## src/rtl/dst_mac_extractor_pkg.sv

```systemverilog
// Shared stream type for the header tap and dest_calculator.
// Latency: n/a (type definitions only).
// Backpressure: n/a.
package dst_mac_extractor_pkg;

    typedef struct packed {
        logic [15:0] tdata;
        logic        tvalid;
        logic        tlast;
        logic        tuser;
    } packet_source_t;

endpackage

```

## src/rtl/dst_mac_extractor.sv

```systemverilog
// Passive tap: captures the 3 destination-MAC beats of each ingress frame and
// replays them as exactly 3 consecutive valid words (runts padded with PAD_WORD).
// Latency: 3rd header beat on cycle N -> word0 at N+1, word2 at N+3. Never stalls ingress;
// a header completing while the previous one is still mid-emission is dropped and counted.
//
// Ports:
//   clk, reset            single clock, synchronous active-high reset
//   ingress_t*            observed ingress stream (beat = tvalid & tready)
//   dst_mac_pkt           header words for dest_calculator (tdata/tvalid only)
//   runt_cnt, drop_cnt    saturating statistics
//   busy                  capture mid-frame or emission in progress
module dst_mac_extractor
    import dst_mac_extractor_pkg::*;
#(
    parameter logic [15:0] PAD_WORD = 16'hFFFF,
    parameter int          CNT_W    = 16
) (
    input  logic             clk,
    input  logic             reset,
    input  logic [15:0]      ingress_tdata,
    input  logic             ingress_tvalid,
    input  logic             ingress_tready,
    input  logic             ingress_tlast,
    output packet_source_t   dst_mac_pkt,
    output logic [CNT_W-1:0] runt_cnt,
    output logic [CNT_W-1:0] drop_cnt,
    output logic             busy
);

    typedef enum logic [1:0] {
        HDR0 = 2'd0,
        HDR1 = 2'd1,
        HDR2 = 2'd2,
        BODY = 2'd3
    } cap_state_t;

    localparam logic [CNT_W-1:0] CNT_ONE = {{(CNT_W-1){1'b0}}, 1'b1};

    cap_state_t  state;
    logic [15:0] cap0;
    logic [15:0] cap1;

    // Emitter: word0 goes straight to the output register on load, so only
    // words 1 and 2 need holding. emit_idx is the index currently on the output.
    logic        emit_active;
    logic [1:0]  emit_idx;
    logic [15:0] emit_buf1;
    logic [15:0] emit_buf2;
    logic [15:0] out_tdata;
    logic        out_tvalid;

    logic        beat;
    logic        cmpl;
    logic        runt;
    logic        can_load;
    logic [15:0] hw0;
    logic [15:0] hw1;
    logic [15:0] hw2;

    assign beat = ingress_tvalid & ingress_tready;

    always_comb begin
        cmpl = 1'b0;
        runt = 1'b0;
        hw0  = PAD_WORD;
        hw1  = PAD_WORD;
        hw2  = PAD_WORD;
        if (beat) begin
            case (state)
                HDR0, HDR1: begin
                    cmpl = ingress_tlast;
                    runt = ingress_tlast;
                end
                HDR2: begin
                    // Third word is taken live so the header completes on its own beat.
                    cmpl = 1'b1;
                    hw0  = cap0;
                    hw1  = cap1;
                    hw2  = ingress_tdata;
                end
                default: ;
            endcase
        end
    end

    // Loading is allowed while word2 is on the output: the new word0 follows it
    // with no gap, keeping the downstream modulo-3 count aligned.
    assign can_load = !emit_active || (emit_idx == 2'd2);

    always_ff @(posedge clk) begin
        if (reset) begin
            state       <= HDR0;
            cap0        <= '0;
            cap1        <= '0;
            emit_active <= 1'b0;
            emit_idx    <= 2'd0;
            emit_buf1   <= '0;
            emit_buf2   <= '0;
            out_tdata   <= '0;
            out_tvalid  <= 1'b0;
            runt_cnt    <= '0;
            drop_cnt    <= '0;
        end else begin
            // Capture FSM
            if (beat) begin
                case (state)
                    HDR0: begin
                        cap0 <= ingress_tdata;
                        if (!ingress_tlast) state <= HDR1;
                    end
                    HDR1: begin
                        cap1  <= ingress_tdata;
                        state <= ingress_tlast ? HDR0 : HDR2;
                    end
                    HDR2: state <= ingress_tlast ? HDR0 : BODY;
                    BODY: if (ingress_tlast) state <= HDR0;
                    default: state <= HDR0;
                endcase
            end

            // Emitter
            if (cmpl && can_load) begin
                out_tdata   <= hw0;
                out_tvalid  <= 1'b1;
                emit_buf1   <= hw1;
                emit_buf2   <= hw2;
                emit_idx    <= 2'd0;
                emit_active <= 1'b1;
            end else if (emit_active) begin
                case (emit_idx)
                    2'd0: begin
                        out_tdata <= emit_buf1;
                        emit_idx  <= 2'd1;
                    end
                    2'd1: begin
                        out_tdata <= emit_buf2;
                        emit_idx  <= 2'd2;
                    end
                    default: begin
                        // tdata holds the last word emitted
                        out_tvalid  <= 1'b0;
                        emit_active <= 1'b0;
                        emit_idx    <= 2'd0;
                    end
                endcase
            end

            // Statistics (saturating)
            if (runt && (runt_cnt != '1))
                runt_cnt <= runt_cnt + CNT_ONE;
            if (cmpl && !can_load && (drop_cnt != '1))
                drop_cnt <= drop_cnt + CNT_ONE;
        end
    end

    assign busy = (state != HDR0) || emit_active;

    always_comb begin
        dst_mac_pkt        = '0;
        dst_mac_pkt.tdata  = out_tdata;
        dst_mac_pkt.tvalid = out_tvalid;
    end

endmodule

```

## config.mk

```make
export PLATFORM = sky130hd
export DESIGN_NAME = dst_mac_extractor
export DESIGN_NICKNAME = d
export VERILOG_FILES = /design/src/rtl/dst_mac_extractor_pkg.sv /design/src/rtl/dst_mac_extractor.sv
export SDC_FILE = /design/constraint.sdc
export NUM_CORES = 1
export LEC_CHECK = 0
export BUFFER_PORTS_ARGS = -buffer_cell sky130_fd_sc_hd__buf_2
export CORE_MARGIN = 2
export CORE_UTILIZATION = 50
export CTS_CLUSTER_SIZE = 8
export DETAILED_ROUTE_END_ITERATION = 8
export PLACE_DENSITY = 0.71
export REMOVE_ABC_BUFFERS = 1
export SLEW_MARGIN = 0
export SYNTH_ARGS = -nofsm -noshare
export SYNTH_HDL_FRONTEND = slang
export SYNTH_SLANG_ARGS = --single-unit
```

## constraint.sdc

```tcl
create_clock -name clk -period 2.5 [get_ports clk]
set_input_delay 0.5 -clock clk [delete_from_list [all_inputs] [get_ports clk]]
set_output_delay 0.5 -clock clk [all_outputs]
set_load 0.05 [all_outputs]
```

==> results_dict.tcl <==
set metrics [dict create \
    grt_max_degree 81 \
    route.detailed.drc 0 \
    crit_chain "or3_1 > buf_2" \
    cts_tree "built" \
    slew_viol_final 0 \
    reg2reg_slack_ns 0.47 \
    routed-wl-met2_um 5820 \
    port_buffers 70 \
    ir_drop_v 0.000457 \
    place_ws_ns 0.303 \
    die_w_um 104 \
    min_from "ingress_tlast" \
    drive_gt1_share_pct 20.9 \
    whs_ns 0.238 \
    leakage_nw 2.23 \
    nFillCells 882 \
    vias 4448 \
    clkSinkCount 118 \
    power_density_nw_per_um2 751 \
    finalPower_w 0.00451 \
    min_to "state[1]" \
    core_um2 9770 \
    post_cts_buffers 0 \
    status "finished clean" \
    cp.arrival_ns 1.60 \
    clk_pin_slew_worst_paths_ns 0.05 \
    r2r_end "drop_cnt[13]" \
    synthesis.area_um2 5040 \
    wirelength_met1_um 5370 \
    ctsHoldBuffers 0 \
    die_y_um 104 \
    diodes 0 \
    firstDrtPassIters 5 \
    hold_class "input port to flip-flop" \
    synth-seq-cells 118 \
    area_growth_syn_to_layout_pct 19.3 \
    fin_worst_skew_ns 0.00884 \
    rows 36 \
    clock_latency_ns 0.51 \
    syn_avg_cell_area_um2 8.37 \
    num-nets-final 683 \
    synth_flop_cell "dfxtp_1" \
    place_area_um2 5470 \
    fmax_mhz 476 \
    synthArstFlopShare_pct 0 \
    worstRegToRegCells 5 \
    endpoint_kind "output pin" \
    io_pins 73 \
    timing.final.ws_setup_ns 0.400 \
    cp-start-kind "flip-flop" \
    antenna_found_initial 0 \
    fin_util_pct 61.5 \
    grt_pass1_vias 4322 \
    drt_iter0_markers 232 \
    worst_pin_slew_ns 0.800 \
    cp_max_fo 8 \
    rsz0062_at_grt "false" \
    p_comb_share_pct 7.5 \
    synth_cells 602 \
    antenna_left 0 \
    post_cts_resized 0 \
    synth_most_common_cell "dfxtp_1" \
    root_buffer "clkbuf_8" \
    hpwl_um 7140 \
    top_layer_used "met4" \
    seqPwrFrac_pct 43.8 \
    stdcell_area_um2 6010 \
    period_needed_ns 2.10 \
    yosysTopAreaCellShare_pct 46.9 \
    grt_overflow 0 \
    clockBufferDepth 2 \
    die-area_um2 10900 \
    pwr-share-clk_pct 48.7 \
    grt_pass1_wl_um 20700 \
    start_util_pct 51.6 \
    worstPathRequired_ns 2.00 \
    post-route-period-util_pct 84.0 \
    synth_enable_flop_cells 0 \
    yosysUniqueCellTypes 49 \
    max_stage_delay_ns 0.44 \
    criticalPathCategory "flip-flop to output pin" \
    hold_viol 0 \
    cts_inserted_buffers 17 \
    yosys_warnings 0 \
    vias_per_cell 5.54 \
    wl_per_cell_um 15.0 \
    setup_violations 0 \
    synth_area_leaders "dfxtp_1 47%, nand2_1 7.4%, nor3_1 7.1%" \
    gp_congestion 0.841 \
    yosysSeqAreaShare_pct 46.9 \
    crit_slowest_cell "or3_1" \
    synth_common_cells "118 x dfxtp_1, 99 x nand2_1, 72 x nor3_1, 70 x nor2_1, 57 x a21oi_1" \
    finalWirelength_um 12100 \
    yosysTopAreaCell "dfxtp_1" \
    route.met3.wl_um 751 \
    power.share.switching_pct 23.4 \
    htreeDepth 4 \
    grt_util_all_layers_pct 23.2 \
    drv_cap 0 \
    intPower_w 0.00346 \
    slew_headroom_pct 46.7 \
    hold_depth 2 \
    regToRegStartpoint "state[1]" \
    p_sw_w 0.00106 \
]
## cell families after synthesis
logic type | Yosys count | synth area share [%]
AND/OR/NAND/NOR | 300 | 28.1
buffers and inverters | 45 | 4.39
flip-flops | 118 | 46.9
multiplexers | 19 | 4.27
AO/OA/AOI/OAI | 91 | 11.3
other | 1 | 0.0744
adder cells (fa/ha/maj) | 2 | 0.496
XOR/XNOR | 26 | 4.52
## cell type report
cell class | count | area [µm²] | share of cell area (%)
clock buffers | 26 | 528 | 8.78
clock inverters | 3 | 15.0 | 0.250
inverters | 3 | 11.3 | 0.187
multi-input cells | 440 | 2480 | 41.2
flip-flops and latches | 118 | 2360 | 39.3
well taps | 133 | 166 | 2.77
repair buffers | 80 | 453 | 7.53
## per-layer routing
metal,vias up,track usage (%)
li1,2201,-
met1,2096,29.9
met2,141,38.2
met3,10,7.02
met4,0,5.50
met5,-,0
## how the worst max path moves through the flow
stage / from / endpoint / slack [ns]
floorplan: ingress_tvalid / out_tdata[14] / -0.66
global placement: ingress_tvalid / drop_cnt[13] / 0.36
detailed placement: ingress_tvalid / drop_cnt[13] / 0.30
CTS: emit_active / busy / 0.39
global route: emit_active / busy / 0.34
finish: emit_active / busy / 0.40
## power groups by stage
stage	Combinational, W	Sequential [W]	Clock [W]
global route	0.000368	0.00198	0.00234
detailed placement	0.000333	0.00202	0
global placement	0.000326	0.00201	0
floorplan	0.000159	0.00206	0
CTS	0.000336	0.00198	0.00223
finish	0.000336	0.00198	0.00220
## worst max-delay path: cells and delay by family, from the launching register on
family	cells	cell delay, ns
flip-flops	1	0.43
AND/OR/NAND/NOR	1	0.44
buffers and inverters	1	0.22
## per-stage QoR
stage,TNS [ns],cells
floorplan,-23.37,561
global placement,0,774
detailed placement,0,774
CTS,0,803
global route,0,803
finish,0,803
## placed cells by master (no fill, tap or decap), types with 9 or more instances in the layout
master,count
nor3_1,71
nand2_1,99
a21oi_1,56
mux2_2,16
clkbuf_16,16
nand3_1,10
buf_2,69
dfxtp_1,118
xnor2_1,21
buf_4,9
nor2_1,70
nor4_1,10
clkbuf_8,9
o221ai_1,16
## sequential cells by signal, summed over array words and instances, names as in the netlist
signal and flops:
cap0 16, cap1 16, drop_cnt 16, emit_active 1, emit_buf1 16, emit_buf2 16
emit_idx 2, out_tdata 16, out_tvalid 1, runt_cnt 16, state 2
No activity file was read; power rests on OpenSTA's default activity.
